[config.mk]
export PLATFORM = sky130hd
export DESIGN_NAME = selrows_seq
export DESIGN_NICKNAME = d
export VERILOG_FILES = /design/src/rtl/selrows_seq.sv
export SDC_FILE = /design/constraint.sdc
export NUM_CORES = 1
export LEC_CHECK = 0
export ABC_CLOCK_PERIOD_IN_PS = 1700
export BUFFER_PORTS_ARGS = -buffer_cell sky130_fd_sc_hd__clkbuf_2
export CORE_MARGIN = 4
export CORE_UTILIZATION = 43
export DETAILED_ROUTE_END_ITERATION = 6
export PLACE_DENSITY = 0.74
export SKIP_CTS_REPAIR_TIMING = 1
export SLEW_MARGIN = 0
export SYNTH_ARGS = -nofsm -noshare
export SYNTH_HDL_FRONTEND = slang
export SYNTH_SLANG_ARGS = --single-unit
[constraint.sdc]
create_clock -name clk -period 1.7 [get_ports clk]
set_input_delay 0.34 -clock clk [delete_from_list [all_inputs] [get_ports clk]]
set_output_delay 0.34 -clock clk [all_outputs]
set_load 0.1 [all_outputs]
[src/rtl/selrows_seq.sv]
// Row-window sequencer: buffers a ROWS x COLS matrix, then streams rows first..last one per beat.
// Optional window range check and err pulse: define SELROWS_SEQ_CHECK_EN.
module selrows_seq #(
  parameter int ROWS  = 1,
  parameter int COLS  = 1,
  parameter int WIDTH = 8,
  parameter int RW    = $clog2(ROWS+1)
) (
  input  logic                               clk,
  input  logic                               reset,
  input  logic                               in_valid,
  output logic                               in_ready,
  input  logic [ROWS:1][COLS:1][WIDTH-1:0]   a,
  input  logic [RW-1:0]                      first,
  input  logic [RW-1:0]                      last,
  output logic                               out_valid,
  input  logic                               out_ready,
  output logic [COLS:1][WIDTH-1:0]           f,
  output logic [RW-1:0]                      out_row,
  output logic                               out_last,
`ifdef SELROWS_SEQ_CHECK_EN
  output logic                               err,
`endif
  output logic                               busy
);

  typedef enum logic {IDLE, STREAM} state_t;

  typedef logic [COLS:1][WIDTH-1:0]         row_t;
  typedef logic [ROWS:1][COLS:1][WIDTH-1:0] mat_t;

  state_t        state_q, state_d;
  mat_t          buf_q;
  logic [RW-1:0] last_q;
  logic [RW-1:0] nxt_row;
  logic          accept;
  logic          legal;
  logic          adv;

  // Out-of-range index yields a zero row instead of an X read.
  function automatic row_t pick(input mat_t m, input logic [RW-1:0] idx);
    row_t r;
    r = '0;
    for (int i = 1; i <= ROWS; i++)
      if (idx == RW'(i)) r = m[i];
    return r;
  endfunction

`ifdef SELROWS_SEQ_CHECK_EN
  assign legal = (first != '0) && (first <= last) && (last <= RW'(ROWS));
`else
  assign legal = 1'b1;
`endif

  assign in_ready  = (state_q == IDLE);
  assign out_valid = (state_q == STREAM);
  assign busy      = (state_q == STREAM);
  assign accept    = in_valid && in_ready;
  assign adv       = (state_q == STREAM) && out_ready && !out_last;
  assign nxt_row   = out_row + RW'(1);

  always_comb begin
    state_d = state_q;
    case (state_q)
      IDLE:    if (accept && legal)       state_d = STREAM;
      STREAM:  if (out_ready && out_last) state_d = IDLE;
      default: state_d = IDLE;
    endcase
  end

  always_ff @(posedge clk) begin
    if (reset) begin
      state_q  <= IDLE;
      f        <= '0;
      out_row  <= '0;
      out_last <= 1'b0;
      last_q   <= '0;
`ifdef SELROWS_SEQ_CHECK_EN
      err      <= 1'b0;
`endif
    end else begin
      state_q <= state_d;
`ifdef SELROWS_SEQ_CHECK_EN
      err     <= accept && !legal;
`endif
      if (accept && legal) begin
        last_q   <= last;
        out_row  <= first;
        f        <= pick(a, first);
        out_last <= (first == last);
      end else if (adv) begin
        out_row  <= nxt_row;
        f        <= pick(buf_q, nxt_row);
        out_last <= (nxt_row == last_q);
      end
    end
  end

  // Matrix storage needs no reset; it is only read after a fresh load.
  always_ff @(posedge clk)
    if (accept && legal) buf_q <= a;

endmodule

==> metrics.md <==
| Metric | Value |
|---|---|
| Fin nets | `120` |
| Leakage power | `about 0.00042 uW` |
| Area of the die | `about 2800 sq um` |
| Critical Path Sink Type | `output port` |
| Final worst path period share | `a little over nine tenths` |
| Total gr overflow | `0` |
| Netlist Area Pre-Place | `approximately 860 sq um` |
| Die W | `around 53 um` |
| Hold EP | `buf_q[4]$_DFFE_PP_` |
| Initial antenna violation count | `0` |
| Residual DRC | `0` |
| Cells along the critical path | `buf_4` |
| Hold Crit Class | `primary input to flop` |
| Post-DP HPWL | `~1400 um` |
| ANT nets after route | `0` |
| Met1 WL | `~800 um` |
| Slowest CP cell | `dfxtp_1` |
| Max-slew violations | `0` |
| Worst slew pin tran | `around 0.54 ns` |
| H-tree depth | `1` |
| RSZ-0062 raised after global routing | `no` |
| Synth area leaders | `dfxtp_1 (28%), edfxtp_1 (28%), a311oi_1 (8.2%)` |
| Worst-path clk slew | `~0.12 ns` |
| Slowest stage delay, CP | `between 0.5 and 0.6 ns` |
| Drt wl/cell | `14.3 um` |
| DR iter-0 viols | `10` |
| Synthesized area per cell | `around 11 sq um` |
| Vias in the first global route | `between 600 and 700` |
| Row count | `15` |
| Hold path cells | `1` |
| Unique masters post-synth | `23` |
| N_diodes | `0` |
| CTS sink cnt | `20` |
| Clock buffer depth | `2` |
| Placed cell count | `about 130` |
| Worst Hold Slack | `around 0.22 ns` |
| Placer Congestion | `0.774` |
| Critical path class | `flop to output port` |
| Largest net degree at the start of global routing | `13` |
| Hold Crit Start | `a[4]` |
| CTS tree | `done` |
| Max Cap Viol | `0` |
| Sum Neg Setup Slack | `0 ns` |
| Vias | `approximately 710` |
| Worst path top cell family by delay | `flip-flops` |
| Post-Synthesis Cells | `just over 80` |
| DR vias/cell | `5.43` |
| FF-to-FF Start | `out_last$_SDFFE_PP0P_` |
| P per Cell Area | `1300 nW/um^2` |
| Minimum clock period | `roughly 1.6 ns` |
| Leading area contributor after synthesis | `dfxtp_1` |
| Post-synth EDFFs | `8` |
| Starting Density | `a little under half` |
| Root buf cell | `clkbuf_4` |
| Startpoint types | `flop` |
| R2R Setup Slk | `slightly below 0.3 ns` |
| Ys async rst share | `0%` |
| Total track usage | `about 15%` |
| Layout cell share with drive strength beyond 1 | `between 30 and 40%` |
| Ys Warns | `0` |
| Met2 routed wirelength | `roughly 970 um` |
| WP data arrival | `1.26 ns` |
| Global-route wire length before repair | `slightly below 3000 um` |
| Boundary pin count | `27` |
| Area delta synth->final | `22.4%` |
| R2R cell count | `3` |
| CP max FO | `12` |
| Fin area | `about 1000 sq um` |
| Setup Skew | `approximately 0.0067 ns` |
| PortBufs | `26` |
| Syn_nets | `95` |
| #FFs+latches synth | `20` |
| Placement Setup Slack | `approximately 0.23 ns` |
| Die Y | `about 53 um` |
| Hold Fails Final Rpt | `0` |
| Finished Layout Cells | `130` |
| Max Fclk | `between 0.6 and 0.7 GHz` |
| Crit Reg-Reg Endpoint | `f[0]$_SDFFE_PP0P_` |
| Met3 WL post-DR | `a little under 70 um` |
| Pre-Repair DR Iteration Count | `4` |
| CP required | `between 1 and 1.5 ns` |
| Top routing layer used | `met4` |
| Top FF cell, synth | `dfxtp_1` |
| Worst vdd ir | `roughly 0.73 mV` |
| Status | `complete, no violations` |
| Clk Latency, worst-skew pair | `0.30 ns` |
| Final setup margin | `0.105 ns` |
| Sequential-to-total area share from yosys stat | `a little under three fifths` |
| Num CTS Buffers | `3` |
| Post-Route WL | `1860 um` |
| Core outline area | `~1800 sq um` |
| Placed Area | `995 sq um` |
| Buffers and inverters on the worst path | `1` |
| Share of Yosys cell area claimed by the top area cell type | `around 28%` |
| Final setup vio count | `0` |
| Rel. slew slack | `between 60% and 70%` |
==> worst register-to-register path: stages, from the launching register on <==
cell and delay, ns:
dfxtp_2 0.35, and3b_1 0.46, or2_1 0.34, a311oi_1 0.14
==> cells in the final DEF (no fill, tap or decap) <==
cell type and n:
a31oi_1 1, nand2_1 6, dfxtp_1 10, nand3_1 8, buf_4 4, a2111oi_2 1
edfxtp_1 8, inv_2 1, clkbuf_2 25, xnor2_1 1, nor2_1 2, inv_1 1
nor3_1 9, and3b_1 1, nand2b_2 1, clkbuf_4 3, a21oi_1 2, xor2_1 1
a311oi_1 8, dfxtp_2 2, nand3b_1 8, bufinv_16 1, or2_1 1
==> final cells by class <==
class / instances / area [sq um]
clock buffer: 3 / 22.5
clock inverter: 1 / 30.0
timing repair buffer: 29 / 155
multi-input combinational: 50 / 318
inverter: 2 / 7.51
fill: 184 / 754
tap: 25 / 31.3
sequential: 20 / 483
==> how the worst max path moves through the flow <==
stage / startpoint / end / slack, ns / cells after the start
5_1_grt: out_row$_SDFFE_PP0P_ / out_row / 0.02 / 1
3_3_place_gp: out_ready / f[4]$_SDFFE_PP0P_ / 0.29 / 4
4_1_cts: out_row$_SDFFE_PP0P_ / out_row / 0.08 / 1
2_1_floorplan: out_row$_SDFFE_PP0P_ / out_last$_SDFFE_PP0P_ / 0.05 / 4
6_report: out_row$_SDFFE_PP0P_ / out_row / 0.10 / 1
3_5_place_dp: out_ready / f[2]$_SDFFE_PP0P_ / 0.23 / 4
==> registers in the layout (all words and copies together) (netlist names) <==
| register | flops |
|---|---|
| f | 8 |
| last_q | 1 |
| out_row | 1 |
| out_last | 1 |
| buf_q | 8 |
| busy | 1 |
==> cells in the mapped netlist, types with 2 or more instances <==
cell and n:
a311oi_1 8, nand2_1 6, nand3b_1 8, edfxtp_1 8, clkbuf_1 2, nand3_1 8, buf_2 4, nor3_1 9
nor2_1 2, dfxtp_1 12, a21oi_1 2
==> metrics by stage <==
step,total power [uW],util [%]
2_1_floorplan,916,-
3_3_place_gp,980,55.2
3_5_place_dp,989,55.2
4_1_cts,1370,58.1
5_1_grt,1420,58.1
6_report,1360,58.1
==> cells by family after synthesis <==
group,after synthesis,synth area share [%]
compound gates,12,11.8
simple gates,36,23.2
buf+inv,11,6.72
flops,20,56.1
xor+xnor,2,2.05
==> routing by layer <==
metal / track usage (%) / up-vias
met5: 0 / -
met3: 3.70 / 4
met1: 17.3 / 335
met4: 7.66 / 0
li1: - / 352
met2: 25.4 / 15
==> power breakdown <==
group,total [uW],switching (uW),internal [uW]
combinational,403,319,84.9
sequential,571,28.2,543
clock,386,148,238
total,1360,494,866
No activity file was read; power rests on OpenSTA's default activity.
